===== src/rtl/mem_pkg.sv =====
// Shared definitions for the data-memory responder: RV32I width codes and FSM states.
package mem_pkg;

  localparam logic [2:0] F3_B  = 3'b000;
  localparam logic [2:0] F3_H  = 3'b001;
  localparam logic [2:0] F3_W  = 3'b010;
  localparam logic [2:0] F3_BU = 3'b100;
  localparam logic [2:0] F3_HU = 3'b101;

  typedef enum logic [1:0] {
    IDLE = 2'd0,
    WAIT = 2'd1,
    RESP = 2'd2
  } state_e;

endpackage


===== src/rtl/mem_lane_align.sv =====
// Byte-lane steering for RV32I loads/stores: byte enables, store replication,
// load extraction with sign/zero extension, and width/alignment fault detection.
module mem_lane_align
  import mem_pkg::*;
(
  input  logic        we_i,
  input  logic [1:0]  addr_lo_i,
  input  logic [2:0]  funct3_i,
  input  logic [31:0] wdata_i,
  input  logic [31:0] rword_i,
  output logic [3:0]  be_o,
  output logic [31:0] wlane_o,
  output logic [31:0] rdata_o,
  output logic        fault_o
);

  logic [7:0]  rbyte;
  logic [15:0] rhalf;

  assign rbyte = rword_i[{addr_lo_i, 3'b000} +: 8];
  assign rhalf = rword_i[{addr_lo_i[1], 4'b0000} +: 16];

  always_comb begin
    be_o    = '0;
    wlane_o = '0;
    rdata_o = '0;
    fault_o = 1'b0;
    if (we_i) begin
      unique case (funct3_i)
        F3_B: begin
          be_o    = 4'b0001 << addr_lo_i;
          wlane_o = {4{wdata_i[7:0]}};
        end
        F3_H: begin
          fault_o = addr_lo_i[0];
          be_o    = addr_lo_i[1] ? 4'b1100 : 4'b0011;
          wlane_o = {2{wdata_i[15:0]}};
        end
        F3_W: begin
          fault_o = (addr_lo_i != 2'b00);
          be_o    = '1;
          wlane_o = wdata_i;
        end
        default: fault_o = 1'b1;
      endcase
    end else begin
      unique case (funct3_i)
        F3_B:  rdata_o = {{24{rbyte[7]}}, rbyte};
        F3_BU: rdata_o = {24'd0, rbyte};
        F3_H: begin
          fault_o = addr_lo_i[0];
          rdata_o = {{16{rhalf[15]}}, rhalf};
        end
        F3_HU: begin
          fault_o = addr_lo_i[0];
          rdata_o = {16'd0, rhalf};
        end
        F3_W: begin
          fault_o = (addr_lo_i != 2'b00);
          rdata_o = rword_i;
        end
        default: fault_o = 1'b1;
      endcase
    end
    if (fault_o) begin
      be_o    = '0;
      rdata_o = '0;
    end
  end

endmodule


===== src/rtl/data_mem_responder.sv =====
// MEM-stage data-memory target: one request at a time, programmable wait states,
// RV32I sub-word accesses and a held response channel with fault reporting.
module data_mem_responder
  import mem_pkg::*;
#(
  parameter int unsigned DEPTH_WORDS = 64,
  parameter int unsigned WAIT_CYCLES = 1
) (
  input  logic        clk,
  input  logic        rst,
  input  logic        req_valid,
  output logic        req_ready,
  input  logic        req_we,
  input  logic [31:0] req_addr,
  input  logic [2:0]  req_funct3,
  input  logic [31:0] req_wdata,
  output logic        rsp_valid,
  input  logic        rsp_ready,
  output logic [31:0] rsp_rdata,
  output logic        rsp_err
);

  localparam int unsigned AW = (DEPTH_WORDS > 1) ? $clog2(DEPTH_WORDS) : 1;

  state_e      state_q, state_d;
  logic [3:0]  cnt_q, cnt_d;
  logic        we_q;
  logic [31:0] addr_q;
  logic [2:0]  f3_q;
  logic [31:0] wdata_q;
  logic [31:0] rdata_q;
  logic        err_q;
  logic        accept;
  logic        access;

  logic [31:0] mem_q [DEPTH_WORDS];

  // With zero wait states the access happens on the accept edge, so the
  // aligner must see the live request rather than the latched copy.
  logic        acc_we;
  logic [31:0] acc_addr;
  logic [2:0]  acc_f3;
  logic [31:0] acc_wdata;
  logic [AW-1:0] acc_idx;
  logic        acc_oor;
  logic        acc_err;
  logic [31:0] rword;
  logic [3:0]  al_be;
  logic [31:0] al_wlane;
  logic [31:0] al_rdata;
  logic        al_fault;

  assign acc_we    = (state_q == IDLE) ? req_we     : we_q;
  assign acc_addr  = (state_q == IDLE) ? req_addr   : addr_q;
  assign acc_f3    = (state_q == IDLE) ? req_funct3 : f3_q;
  assign acc_wdata = (state_q == IDLE) ? req_wdata  : wdata_q;
  assign acc_idx   = acc_addr[AW+1:2];
  assign acc_oor   = (acc_addr[31:2] >= 30'(DEPTH_WORDS));
  assign acc_err   = acc_oor | al_fault;
  assign rword     = mem_q[acc_idx];

  mem_lane_align u_align (
    .we_i      (acc_we),
    .addr_lo_i (acc_addr[1:0]),
    .funct3_i  (acc_f3),
    .wdata_i   (acc_wdata),
    .rword_i   (rword),
    .be_o      (al_be),
    .wlane_o   (al_wlane),
    .rdata_o   (al_rdata),
    .fault_o   (al_fault)
  );

  always_comb begin
    state_d = state_q;
    cnt_d   = cnt_q;
    accept  = 1'b0;
    access  = 1'b0;
    unique case (state_q)
      IDLE: begin
        if (req_valid) begin
          accept = 1'b1;
          if (WAIT_CYCLES == 0) begin
            access  = 1'b1;
            state_d = RESP;
          end else begin
            cnt_d   = 4'(WAIT_CYCLES - 1);
            state_d = WAIT;
          end
        end
      end
      WAIT: begin
        if (cnt_q == 4'd0) begin
          access  = 1'b1;
          state_d = RESP;
        end else begin
          cnt_d = cnt_q - 4'd1;
        end
      end
      RESP: begin
        if (rsp_ready) state_d = IDLE;
      end
      default: state_d = IDLE;
    endcase
  end

  always_ff @(posedge clk or posedge rst) begin
    if (rst) begin
      state_q <= IDLE;
      cnt_q   <= '0;
      we_q    <= 1'b0;
      addr_q  <= '0;
      f3_q    <= '0;
      wdata_q <= '0;
      rdata_q <= '0;
      err_q   <= 1'b0;
    end else begin
      state_q <= state_d;
      cnt_q   <= cnt_d;
      if (accept) begin
        we_q    <= req_we;
        addr_q  <= req_addr;
        f3_q    <= req_funct3;
        wdata_q <= req_wdata;
      end
      if (access) begin
        rdata_q <= (acc_err || acc_we) ? '0 : al_rdata;
        err_q   <= acc_err;
      end
    end
  end

  // Storage is not reset; writes are suppressed while rst is high.
  always_ff @(posedge clk) begin
    if (!rst && access && acc_we && !acc_err) begin
      for (int unsigned b = 0; b < 4; b++) begin
        if (al_be[b]) mem_q[acc_idx][8*b +: 8] <= al_wlane[8*b +: 8];
      end
    end
  end

  assign req_ready = (state_q == IDLE);
  assign rsp_valid = (state_q == RESP);
  assign rsp_rdata = rdata_q;
  assign rsp_err   = err_q;

endmodule


===== config.mk =====
export PLATFORM = sky130hd
export DESIGN_NAME = data_mem_responder
export DESIGN_NICKNAME = d
export VERILOG_FILES = /design/src/rtl/mem_pkg.sv /design/src/rtl/mem_lane_align.sv /design/src/rtl/data_mem_responder.sv
export SDC_FILE = /design/constraint.sdc
export NUM_CORES = 2
export LEC_CHECK = 0
export BUFFER_PORTS_ARGS = -buffer_cell sky130_fd_sc_hd__buf_2
export CAP_MARGIN = 20
export CORE_MARGIN = 2
export CORE_UTILIZATION = 37
export CTS_CLUSTER_SIZE = 40
export DETAILED_ROUTE_END_ITERATION = 10
export SYNTH_ARGS = -nofsm -noshare
export SYNTH_HDL_FRONTEND = slang
export SYNTH_SLANG_ARGS = --single-unit
export TNS_END_PERCENT = 30

===== constraint.sdc =====
create_clock -name clk -period 6.65 [get_ports clk]
set_clock_uncertainty 0.2 [all_clocks]
set_input_delay 0 -clock clk [delete_from_list [all_inputs] [get_ports clk]]
set_output_delay 0 -clock clk [all_outputs]
set_load 0.01 [all_outputs]

==> flow_summary.json <==
{
  "start_util_pct": 37.27,
  "max_stage_delay_ps": 960,
  "grt_overflow": 0,
  "min_path_cells": 6,
  "whs_ps": 122.4,
  "setup_viol": 0,
  "slew_headroom_pct": 23.33,
  "r2r_cells": 13,
  "powerDensity_nw_per_um2": 482.0,
  "reg2reg_from": "state_q[0]$_DFFE_PP0P_",
  "core_um2": 225300,
  "ys.flop_type": "edfxtp_1",
  "min_from": "req_we",
  "cts_buffers": 206,
  "synth.most_common_cell": "edfxtp_1",
  "synthArstFlopShare_pct": 4.965,
  "ff_latch_area_um2": 64180,
  "worstPathCellList": "buf_4 -> or2_4 -> buf_4 -> a21oi_4 -> buf_12 -> o22ai_1 -> a222oi_1 -> o22ai_1 -> nor4_2 -> nand3_1 -> a311oi_1 -> buf_4 -> a221o_1",
  "via_count": 56620,
  "antenna_found_initial": 11,
  "slowest_stage": "nor4_2",
  "maxCapViolations": 0,
  "synth_area_um2": 83990,
  "grt_pass1_wl_um": 410900,
  "synth-seq-cells": 2155,
  "std_cell_rows": 174,
  "post-cts-setup-buffers": 0,
  "rrSetupSlack_ps": 670,
  "leakagePower_nw": 32.31,
  "grt_pass1_vias": 53910,
  "irDropWorstVdd_uv": 440.4,
  "min_path_type": "in2reg",
  "cts_hold_buf": 209,
  "syn_nets": 5423,
  "die_area_um2": 230800,
  "reg2reg_to": "rsp_rdata[10]$_DFFE_PP0P_",
  "period_needed_ps": 5978,
  "report.final.slew_viol_count": 0,
  "clkSlewWorstSetupHoldPaths_ps": 60,
  "placed_area_um2": 90240,
  "cp_num_cells": 13,
  "synth.distinct_cells": 89,
  "critPathArrivalTime_ps": 6590,
  "drc": 0,
  "cts-root-buf": "clkbuf_16",
  "synth.area.top_cells": "edfxtp_1, dfrtp_1, o22ai_1",
  "wirelength_um": 293900,
  "yosysTopAreaCellShare_pct": 73.23,
  "syn-instance-count": 5349,
  "outcome": "finished, final reports clean",
  "path_max_fanout": 68,
  "fin_nets": 5943,
  "cp_top_family": "compound AO/OA/AOI/OAI gates",
  "cts_sinks": 2155,
  "fin_tns_setup_ps": 0,
  "die_w_um": 480.4,
  "die_h_um": 480.4,
  "dp.final_hpwl_um": 179600,
  "max_freq_ghz": 0.1673,
  "wl_per_cell_um": 32.50,
  "grt_usage_pct": 24.76,
  "setup.worst_path.end_class": "flop",
  "rsz0062_at_grt": "no",
  "crit_type": "reg2reg",
  "area.growth.synth_to_final_pct": 18.03,
  "final_core_util_pct": 43.99,
  "multi_input_area_um2": 18230,
  "ctsHtreeMaxLevel": 4,
  "drt_iter0_markers": 9042,
  "drtPass1Iterations": 7,
  "fillers": 19620,
  "holdPathEnd": "rsp_err$_DFFE_PP0P_",
  "syn_area_per_cell_um2": 15.70,
  "worstMarginPinSlew_ps": 1128,
  "fin_area_um2": 99130,
  "clockBufferDepth": 3,
  "synth-edff-count": 2048,
  "vias_per_cell": 6.260,
  "ant_nets": 0,
  "cts_tree": "built",
  "ys_seq_area_share_pct": 76.41,
  "yosysTopAreaCell": "edfxtp_1",
  "cpMostUsedCell": "buf_4",
  "total_power_w": 0.04778,
  "min_period_over_period_pct": 89.89,
  "worstPathRequired_ps": 7260,
  "drive_above_1_share_pct": 16.42,
  "finalHoldViolCount": 0,
  "synthTopCellsByCount": "edfxtp_1, nand2_1, o22ai_1",
  "yosys_warnings": 0,
  "finalWeightedCongestion": 0.9175,
  "crit_buf_inv": 4,
  "cts.repair.resized": 0,
  "io_buffers": 106,
  "clock_latency_ps": 890,
  "grt_max_degree": 75,
  "worst_setup_path_start_kind": "flop",
  "ioPinCount": 107
}
[cell usage in the layout, fill, tap and decap left out, types with 44 or more instances in the layout]
cell / netlist / final
dlygate4sd3_1: 0 / 209
mux2_2: 78 / 78
o22ai_1: 415 / 408
edfxtp_1: 2048 / 2048
a21oi_1: 67 / 66
nand3_1: 115 / 114
clkinv_1: 1 / 55
nor4_1: 56 / 55
mux2i_1: 132 / 126
clkbuf_16: 0 / 207
nor3_1: 211 / 210
and3_1: 92 / 92
buf_2: 188 / 107
clkbuf_1: 147 / 44
nor2_1: 197 / 171
nand2_1: 463 / 457
buf_4: 56 / 385
dfrtp_1: 107 / 107
a22oi_1: 49 / 49
a211oi_1: 89 / 89
o221ai_1: 246 / 246
a31oi_1: 73 / 68
a32oi_1: 47 / 47
o21ai_0: 90 / 89
[per-layer routing]
layer | vias to the layer above | part of all wire (%) | GRT usage (%) | routed length [um]
li1 | 22920 | - | - | -
met1 | 28990 | 38 | 33.32 | 110700
met2 | 4083 | 45 | 38.40 | 133100
met3 | 625 | 13 | 6.080 | 36860
met4 | 6 | 4.5 | 10.19 | 13250
met5 | - | 0.017 | 0 | 51
[where the power goes]
| part | internal, W | total [W] | switching (W) |
|---|---|---|---|
| registers | 0.0163 | 0.0165 | 0.000185 |
| logic | 0.00530 | 0.0195 | 0.0142 |
| clock network | 0.00659 | 0.0118 | 0.00519 |
| total | 0.0282 | 0.0478 | 0.0196 |
[logic make-up after synthesis]
family / share of synthesized area (%)
flops: 76.41
compound gates: 11.44
simple gates: 6.853
buf+inv: 2.542
mux: 2.705
xor+xnor: 0.02086
fa+ha+maj: 0.02979
[tightest hold or removal path, cell delays in order]
cell	delay (ps)
dlygate4sd3_1	540
buf_2	160
nor2_1	110
o22ai_1	140
a21oi_1	170
a21oi_1	50
[stage by stage]
step	instances	setup WS [ps]
4_1_cts	9032	943.3
6_report	9045	672.4
2_1_floorplan	5349	1619
3_3_place_gp	8434	926.1
3_5_place_dp	8441	968.0
5_1_grt	9036	686.4
[registers in the layout, summed over array words and instances (netlist names)]
name	cells
rsp_rdata	32
state_q	2
f3_q	3
rsp_err	1
addr_q	32
mem_q	2048
we_q	1
wdata_q	32
cnt_q	4
[worst max-delay path by stage]
stage	from	to	slack, ps
finish	state_q[0]$_DFFE_PP0P_	rsp_rdata[10]$_DFFE_PP0P_	670
global route	state_q[0]$_DFFE_PP0P_	rsp_rdata[12]$_DFFE_PP0P_	690
floorplan	state_q[0]$_DFFE_PP0P_	mem_q[0][16]$_DFFE_PP_	1620
detailed placement	state_q[0]$_DFFE_PP0P_	rsp_rdata[12]$_DFFE_PP0P_	970
CTS	state_q[0]$_DFFE_PP0P_	rsp_rdata[12]$_DFFE_PP0P_	940
global placement	state_q[0]$_DFFE_PP0P_	rsp_rdata[0]$_DFFE_PP0P_	930
[final cells by class]
type | instances | share of cell area, %
multi-input combinational | 2760 | 18.39
tap | 2992 | 3.777
clock inverter | 131 | 1.388
sequential | 2155 | 64.74
inverter | 12 | 0.04796
timing repair buffer | 734 | 6.239
clock buffer | 251 | 5.392
antenna | 10 | 0.02524
(Power assumes the default switching activity.)
